$ cat src/rtl/tick_stopwatch_pkg.sv
// Shared types and constants for the tick-driven mm:ss stopwatch.
// FSM states, BCD digit widths and per-digit rollover limits.
package tick_stopwatch_pkg;

  typedef enum logic [1:0] {
    ST_IDLE  = 2'd0,
    ST_RUN   = 2'd1,
    ST_PAUSE = 2'd2
  } state_t;

  localparam int UNIT_W = 4;
  localparam int TENS_W = 3;
  localparam int DISP_W = 2 * UNIT_W + 2 * TENS_W;

  localparam logic [UNIT_W-1:0] UNIT_MAX = 4'd9;
  localparam logic [TENS_W-1:0] TENS_MAX = 3'd5;

endpackage

$ cat src/rtl/edge_sync.sv
// Synchronizer chain plus registered rising-edge detector.
// Rising edge of level appears on pulse SYNC_STAGES+1 clocks later; SYNC_STAGES >= 2.
module edge_sync #(
  parameter int SYNC_STAGES = 2
) (
  input  logic clk,
  input  logic rst_n,
  input  logic level,
  output logic pulse
);

  logic [SYNC_STAGES-1:0] sync_q;
  logic                   prev_q;

  always_ff @(posedge clk or negedge rst_n) begin
    if (!rst_n) begin
      sync_q <= '0;
      prev_q <= 1'b0;
      pulse  <= 1'b0;
    end else begin
      sync_q <= {sync_q[SYNC_STAGES-2:0], level};
      prev_q <= sync_q[SYNC_STAGES-1];
      pulse  <= sync_q[SYNC_STAGES-1] & ~prev_q;
    end
  end

endmodule

$ cat src/rtl/tick_stopwatch.sv
// Start/stop/clear mm:ss stopwatch advanced by a synchronized divider tick.
// Optional lap-freeze of the displayed digits under TICK_STOPWATCH_LAP_EN.
module tick_stopwatch
  import tick_stopwatch_pkg::*;
#(
  parameter int SYNC_STAGES     = 2,
  parameter int TICKS_PER_COUNT = 1
) (
  input  logic              inClk,
  input  logic              inRst_n,
  input  logic              inTick,
  input  logic              inStartStop,
  input  logic              inClear,
`ifdef TICK_STOPWATCH_LAP_EN
  input  logic              inLap,
`endif
  output logic [UNIT_W-1:0] outSecOnes,
  output logic [TENS_W-1:0] outSecTens,
  output logic [UNIT_W-1:0] outMinOnes,
  output logic [TENS_W-1:0] outMinTens,
  output logic              outRunning,
  output logic              outWrap
);

  localparam int PRE_W = (TICKS_PER_COUNT > 1) ? $clog2(TICKS_PER_COUNT) : 1;
  localparam logic [PRE_W-1:0] PRE_LAST = PRE_W'(TICKS_PER_COUNT - 1);

  logic tick_p, ss_p, clr_p;

  edge_sync #(.SYNC_STAGES(SYNC_STAGES)) u_sync_tick (
    .clk(inClk), .rst_n(inRst_n), .level(inTick), .pulse(tick_p));
  edge_sync #(.SYNC_STAGES(SYNC_STAGES)) u_sync_ss (
    .clk(inClk), .rst_n(inRst_n), .level(inStartStop), .pulse(ss_p));
  edge_sync #(.SYNC_STAGES(SYNC_STAGES)) u_sync_clr (
    .clk(inClk), .rst_n(inRst_n), .level(inClear), .pulse(clr_p));

  state_t            state_q, state_d;
  logic [PRE_W-1:0]  pre_q, pre_d;
  logic [UNIT_W-1:0] sec_ones_q, sec_ones_d, min_ones_q, min_ones_d;
  logic [TENS_W-1:0] sec_tens_q, sec_tens_d, min_tens_q, min_tens_d;
  logic              wrap_q, wrap_d;
  logic              running_q;
  logic              count_en;

  always_ff @(posedge inClk or negedge inRst_n) begin
    if (!inRst_n) begin
      state_q    <= ST_IDLE;
      pre_q      <= '0;
      sec_ones_q <= '0;
      sec_tens_q <= '0;
      min_ones_q <= '0;
      min_tens_q <= '0;
      wrap_q     <= 1'b0;
      running_q  <= 1'b0;
    end else begin
      state_q    <= state_d;
      pre_q      <= pre_d;
      sec_ones_q <= sec_ones_d;
      sec_tens_q <= sec_tens_d;
      min_ones_q <= min_ones_d;
      min_tens_q <= min_tens_d;
      wrap_q     <= wrap_d;
      running_q  <= (state_d == ST_RUN);
    end
  end

  // The current state decides whether a tick counts, so a tick landing with
  // the RUN->PAUSE start/stop edge is still taken. Clear overrides everything.
  always_comb begin
    state_d    = state_q;
    pre_d      = pre_q;
    sec_ones_d = sec_ones_q;
    sec_tens_d = sec_tens_q;
    min_ones_d = min_ones_q;
    min_tens_d = min_tens_q;
    wrap_d     = 1'b0;
    count_en   = 1'b0;

    case (state_q)
      ST_IDLE:  if (ss_p) state_d = ST_RUN;
      ST_RUN: begin
        if (ss_p) state_d = ST_PAUSE;
        count_en = tick_p;
      end
      ST_PAUSE: if (ss_p) state_d = ST_RUN;
      default:  state_d = ST_IDLE;
    endcase

    if (count_en) begin
      if (pre_q == PRE_LAST) begin
        pre_d = '0;
        if (sec_ones_q == UNIT_MAX) begin
          sec_ones_d = '0;
          if (sec_tens_q == TENS_MAX) begin
            sec_tens_d = '0;
            if (min_ones_q == UNIT_MAX) begin
              min_ones_d = '0;
              if (min_tens_q == TENS_MAX) begin
                min_tens_d = '0;
                wrap_d     = 1'b1;
              end else begin
                min_tens_d = min_tens_q + 3'd1;
              end
            end else begin
              min_ones_d = min_ones_q + 4'd1;
            end
          end else begin
            sec_tens_d = sec_tens_q + 3'd1;
          end
        end else begin
          sec_ones_d = sec_ones_q + 4'd1;
        end
      end else begin
        pre_d = pre_q + PRE_W'(1);
      end
    end

    if (clr_p) begin
      state_d    = ST_IDLE;
      pre_d      = '0;
      sec_ones_d = '0;
      sec_tens_d = '0;
      min_ones_d = '0;
      min_tens_d = '0;
      wrap_d     = 1'b0;
    end
  end

  assign outRunning = running_q;
  assign outWrap    = wrap_q;

`ifdef TICK_STOPWATCH_LAP_EN
  logic              lap_p;
  logic              frozen_q, frozen_d;
  logic [DISP_W-1:0] snap_q, snap_d;

  edge_sync #(.SYNC_STAGES(SYNC_STAGES)) u_sync_lap (
    .clk(inClk), .rst_n(inRst_n), .level(inLap), .pulse(lap_p));

  always_ff @(posedge inClk or negedge inRst_n) begin
    if (!inRst_n) begin
      frozen_q <= 1'b0;
      snap_q   <= '0;
    end else begin
      frozen_q <= frozen_d;
      snap_q   <= snap_d;
    end
  end

  // Each lap edge in RUN toggles the freeze; freezing captures the live digits.
  always_comb begin
    frozen_d = frozen_q;
    snap_d   = snap_q;
    if ((state_q == ST_RUN) && lap_p) begin
      frozen_d = ~frozen_q;
      snap_d   = {min_tens_q, min_ones_q, sec_tens_q, sec_ones_q};
    end
    if (clr_p) frozen_d = 1'b0;
  end

  assign {outMinTens, outMinOnes, outSecTens, outSecOnes} = frozen_q ? snap_q
         : {min_tens_q, min_ones_q, sec_tens_q, sec_ones_q};
`else
  assign outSecOnes = sec_ones_q;
  assign outSecTens = sec_tens_q;
  assign outMinOnes = min_ones_q;
  assign outMinTens = min_tens_q;
`endif

endmodule
$ cat config.mk
export PLATFORM = sky130hd
export DESIGN_NAME = tick_stopwatch
export DESIGN_NICKNAME = d
export VERILOG_FILES = /design/src/rtl/tick_stopwatch_pkg.sv /design/src/rtl/edge_sync.sv /design/src/rtl/tick_stopwatch.sv
export SDC_FILE = /design/constraint.sdc
export NUM_CORES = 1
export LEC_CHECK = 0
export ABC_AREA = 0
export CAP_MARGIN = 30
export CORE_ASPECT_RATIO = 1.25
export CORE_MARGIN = 2
export CORE_UTILIZATION = 52
export DETAILED_ROUTE_END_ITERATION = 12
export HOLD_SLACK_MARGIN = 0.1
export PLACE_DENSITY = 0.82
export SLEW_MARGIN = 20
export SYNTH_ARGS = -nofsm -noshare
export SYNTH_HDL_FRONTEND = slang
export SYNTH_SLANG_ARGS = --single-unit
export TNS_END_PERCENT = 100
$ cat constraint.sdc
create_clock -name inClk -period 1.8 [get_ports inClk]
set_input_delay 0.36 -clock inClk [delete_from_list [all_inputs] [get_ports inClk]]
set_output_delay 0.36 -clock inClk [all_outputs]
set_load 0.005 [all_outputs]
* Yosys cells after proc, flatten, opt, wreduce, memory -nomap -nowiden
Cells that the tools add are included.
W data, S select, Z words.
** Word-level totals
- Logic and storage cells :: 83
- Bits of input ports :: 5
- Register bits after elaboration :: 31
- Output and inout bits :: 16
** Cells by class
- Bitwise logic cells :: 6
- Reduce and logical (&&, ||, !) cells :: 10
- Add/sub/neg operators :: 5
- Muxes and demuxes :: 37
- Equal/unequal tests :: 8
** Operators with widths (count)
- $mux W4 :: 10
- $mux W3 :: 12
- $mux W1 :: 11
- $add A4 B1 Y4 const B :: 2
- $eq A4 B4 Y1 const B :: 2
- $reduce_bool A2 Y1 :: 4
- $add A3 B1 Y3 const B :: 2
- $eq A3 B3 Y1 const B :: 2
- $mux W2 :: 3
- $reduce_and A5 Y1 :: 1
- $eq A2 B1 Y1 const B :: 2
- $pmux W2 S2 :: 1
- $reduce_and A4 Y1 :: 1
- $and A1 B1 Y1 :: 3
- $not A1 Y1 :: 3
- $reduce_and A3 Y1 :: 1
- $eq A2 B2 Y1 const B :: 1
- $logic_not A2 Y1 :: 1
- $ne A2 B1 Y1 const B :: 1
- $reduce_and A2 Y1 :: 1
- $reduce_or A2 Y1 :: 1
- $add A1 B1 Y1 const B :: 1

* Depth between registers and ports, before layout
- Depth after elaboration :: 8
- Gate-level depth with buffers :: 6
- Depth with buffers taken out :: 5

* Modules after synthesis
From an unflattened synthesis, not the netlist that was laid out.
** Unflattened totals
- Cells, all modules :: 117
- Area total of the unflattened synthesis :: 1370.1 um^2
** Modules (own cells, without submodules)
- tick_stopwatch :: area each 1028.5 um^2, cells each 102, times used 1, sequential area each 450.4 um^2
- edge_sync :: area each 113.9 um^2, cells each 5, times used 3, sequential area each 100.1 um^2

* Least setup slack after synthesis
No wires, ideal clock.
- Kind :: reg2reg
- Start :: reg sec_ones_q[1], in the netlist outSecOnes[1]
- End :: reg min_ones_q[0], in the netlist outMinOnes[0]
- Stages on the path, launching flop included :: 7
- Period minus slack after synthesis :: 1.557 ns
- Path slack :: 0.243 ns
- Path buffers :: 1
- Data required time :: 1.673 ns
- Setup time :: 0.127 ns
- Data arrival time :: 1.430 ns
- Path through :: dfrtp_1 -> inv_1 -> ha_1 -> and3b_1 -> buf_6 -> and3_4 -> mux2_1
** Between the ends
- Longest elaborated chain between the ends :: 3
** Ends and longest elaborated chain
- from (decl) :: line tick_stopwatch.sv:39 : logic [UNIT_W-1:0] sec_ones_q, sec_ones_d, min_ones_q, min_ones_d;
- from (signal assigned) :: line tick_stopwatch.sv:58 : sec_ones_q <= sec_ones_d;
- $eq A4 B4 Y1 :: line tick_stopwatch.sv:92 : if (sec_ones_q == UNIT_MAX) begin
- $reduce_bool A2 Y1 (no line)
- $reduce_and A4 Y1 (no line)
- to (signal assigned) :: line tick_stopwatch.sv:60 : min_ones_q <= min_ones_d;
- to (decl) :: line tick_stopwatch.sv:39
No other way between the ends.
A chain may end at the register's enable or synchronous reset.

* Final worst setup path
- Start :: reg min_tens_q[0], in the netlist outMinTens[0]
- End :: out outMinTens[0]
** RTL lines
- from (decl) :: line tick_stopwatch.sv:40 : logic [TENS_W-1:0] sec_tens_q, sec_tens_d, min_tens_q, min_tens_d;
- from (signal assigned) :: line tick_stopwatch.sv:61 : min_tens_q <= min_tens_d;
- to (decl) :: line tick_stopwatch.sv:20 : output logic [TENS_W-1:0] outMinTens,
No word-level cell between the ends.

==> impl_summary.txt <==
----------------------------------------------------
[Final layout]
  Proportion of layout cells with a drive suffix above 1 ... 11.11%
  Antenna diode count ... 0
  Final net count ... 152
  Final core utilization ... 69.74%
  Finished layout cell area ... 1710 sq um
  Area taken by flip-flops and latches ... 750.7 sq um
  Filler Cell Count ... 198
  Area grow syn2layout ... 25.76%
  Footprint of the multi-input gates ... 565.5 sq um

[STA]
  Worst rel slew slack ... 58.46%
  Final worst hold slack ... 0.3593 ns
  Min Clock Period, post-route ... 1.685 ns
  Max Clk Rate ... 0.5934 GHz
  Final setup violation count ... 0
  Final clock skew ... 0.01141 ns
  Number of hold violations in the final report ... 0
  TNS Setup ... 0 ns
  Final period utilization ... 93.63%
  Worst Max-Slew Pin Slew ... 0.6230 ns
  Setup repair after global routing missed its margin ... false
  Final slew viol count ... 0

[Critical path]
  Count of buffer and inverter cells on the critical path ... 1
  Critical-path cell with the highest stage delay ... clkdlybuf4s50_1
  Type of origin of the critical path ... flop
  Setup crit end kind ... output pin
  Required time reported for the critical path endpoint ... 1.44 ns
  Largest delay share family, worst path ... buffers and inverters
  Highest cell delay on the worst timing path ... 0.54 ns
  Arrival time of data at the critical path endpoint ... 1.33 ns
  Cells along the critical path ... clkdlybuf4s50_1
  Maximum fanout count along the critical path ... 8
  WS Path Type ... flop to output pin

[Logic synthesis]
  Synthesized instance count ... 117
  Synthesized flop and latch total ... 30
  Top-area cell type share of the netlist area ... 55.20%
  Cell type with the highest aggregate area in the netlist ... dfrtp_1
  Proportion of synthesized flip-flops having asynchronous set or reset ... 100.0%
  Area contributors post-synth ... dfrtp_1, ha_1, a21oi_1, mux2_1, nor2b_1
  Predominant post-synthesis flop cell ... dfrtp_1
  Number of enable flip-flop cells after synthesis ... 0
  Post-Syn Area ... 1360 sq um
  Post-Syn Nets ... 126
  Warning count from the yosys run ... 0
  Number of different library cells in the post-synthesis netlist ... 35
  Avg Cell Area, Syn ... 11.62 sq um
  Sequential fraction of the synthesis area ... 55.20%

[Clocking]
  Buffer type at the clock tree root ... clkbuf_4
  CTS clock-pin slew for the worst setup and hold paths ... 0.10 ns
  TritonCTS buffer count ... 5
  Clock latency of the later-clocked register in the worst-skew pair ... 0.33 ns
  Clock Sinks ... 30
  Post CTS Setup Buffer Count ... 0
  Max Buffers Root-to-Sink ... 2
  Depth of the CTS H-tree ... 2
  Number of buffers inserted for hold repair after clock tree synthesis ... 0
  Clock tree from TritonCTS ... yes

[Min path]
  Worst min path class ... flop to flop

[Floorplan]
  Horizontal die dimension ... 49.74 microns
  Number of rows created at floorplan ... 20
  Initial cell density of the core ... 55.46%
  Die Area ... 3043 sq um
  Core footprint ... 2452 sq um
  Top-Level Pins ... 21
  Vertical die dimension ... 61.18 microns

[Run]
  Max capacitance violation total ... 0

[Place]
  Port bufs ... 20
  Total half-perimeter wirelength after legalization and detailed placement ... 1647 microns
  DP Area ... 1598 sq um
  Weighted congestion at the end of routability-driven global placement ... 0.7759

[Power]
  Total Power Consumption ... 1.501 mW
  Combinational cell fraction of total power ... 5.0%
  Sequential share of power ... 48.4%
  Power Dens Cells ... 877.6 nW/um^2
  Part of the total power dissipated in the clock network ... 46.6%
  Static power due to leakage ... 0.7651 nW
  Int Pwr ... 1.208 mW
  Switching share of total power ... 19.49%
  Worst vdd rail ir drop ... 0.0007544 V
  Switching pwr ... 0.2926 mW

[Drt]
  Final Routed Wirelength ... 2326 microns
  1st-iter DRT viols ... 13
  Post-detailed-route via-to-cell ratio ... 5.565
  Post-route DRC ... 0
  Number of nets with antenna violations after detailed routing ... 0
  Total number of vias ... 985
  Pre-antenna DRT Iters ... 4
  Post-detailed-route wirelength per cell ... 13.14 microns

[Global route]
  Total routing resource utilization after global routing ... 17.76%
  Number of global-route vias before repair ... 933
  Grt total ovfl ... 0
  Global-route wire length before repair ... 3898 microns
  Largest net degree at the start of global routing ... 31
  Antenna violations before repair ... 0

[Outcome]
  Status ... finished clean

----------------------------------------------------
-- per-stage QoR --
step / worst slack (ns) / instances
2_1_floorplan: 0.2430 / 117
3_3_place_gp: 0.1755 / 169
3_5_place_dp: 0.08400 / 169
4_1_cts: 0.06708 / 177
5_1_grt: 0.02994 / 177
6_report: 0.1147 / 177
-- what timing repair did --
item	CTS	global route
resized for setup	0	1
endpoints found under the hold margin	0	0
setup endpoints to repair	0	4
-- cells by family after synthesis --
kind of cell | synth area share (%)
DFF | 55.20
and+or+nand+nor | 24.10
xor gates and xnor gates | 0.6441
muxes | 4.048
buffers and inverters | 3.312
adders and majority gates | 3.680
AOI/OAI and AO/OA | 9.015
-- sequential cells by signal (all words and copies together), names as in the netlist, 2 cells and up --
name / count
outMinOnes: 4
outSecOnes: 4
outMinTens: 3
outSecTens: 3
state_q: 2
u_sync_clr.sync_q: 2
u_sync_ss.sync_q: 2
u_sync_tick.sync_q: 2
-- layout make-up --
type / instances / share of cell area (%)
Sequential cell: 30 / 43.89
Clock inverter: 2 / 3.511
Multi-Input combinational cell: 78 / 33.07
Timing Repair Buffer: 23 / 13.02
Clock buffer: 6 / 2.999
Inverter: 5 / 1.097
Tap cell: 33 / 2.414
-- power groups by stage --
| stage | Combinational, mW | Sequential [mW] | Clock (mW) |
|---|---|---|---|
| floorplan | 0.0388 | 0.729 | 0 |
| global placement | 0.0735 | 0.736 | 0 |
| detailed placement | 0.0776 | 0.739 | 0 |
| CTS | 0.0781 | 0.726 | 0.720 |
| global route | 0.0858 | 0.730 | 0.751 |
| finish | 0.0755 | 0.726 | 0.700 |
-- layer usage --
metal	vias to the layer above	GRT usage, %	share of wire [%]
li1	473	-	-
met1	475	19.03	42
met2	28	29.14	50
met3	9	6.796	5.2
met4	0	13.10	2.8
met5	-	0	0
-- cell usage after synthesis, drive strengths merged (2+ instances only) --
cell,number
nand4,3
o21ai,2
and3b,4
nor3b,3
clkbuf,2
a21oi,9
nor2b,7
ha,4
nor3,2
o31ai,2
buf,2
nand3,2
inv,5
or3,3
a31oi,2
nand2,4
nand2b,2
and4b,2
dfrtp,30
mux2,4
nor2,6
a211oi,3
nand3b,5
-- placed cells by master, fill, tap and decap left out, types with 2 or more instances in the layout --
cell type,count
ha_1,4
and3b_1,2
nand2b_1,2
inv_1,5
nand3b_1,4
buf_4,3
and3b_2,2
bufinv_16,2
nand2_1,4
nand3_1,2
a211oi_1,3
nor3_1,2
dfrtp_1,30
o21ai_0,2
mux2_1,4
a31oi_1,2
nor2b_1,7
o31ai_1,2
nand4_1,3
clkbuf_4,5
nor2_1,6
clkdlybuf4s50_1,20
or3_1,3
and4b_1,2
nor3b_1,3
a21oi_1,9
-- path summary, 6_finish.rpt --
kind	from	to	slack, ns	cells after the start
worst max register to register	outSecOnes[1]$_DFFE_PN0P_	outMinTens[2]$_DFFE_PN0P_	0.17	5
worst min register to register	u_sync_ss.sync_q[0]$_DFF_PN0_	u_sync_ss.sync_q[1]$_DFF_PN0_	0.36	0
min in group asynchronous	inRst_n	outWrap$_DFF_PN0_	0.39	2
worst min-delay path	u_sync_ss.sync_q[0]$_DFF_PN0_	u_sync_ss.sync_q[1]$_DFF_PN0_	0.36	0
worst max-delay path	outMinTens[0]$_DFFE_PN0P_	outMinTens[0]	0.11	1
max in group asynchronous	inRst_n	outRunning$_DFF_PN0_	1.13	2
Power figures use the tool's default switching activity.
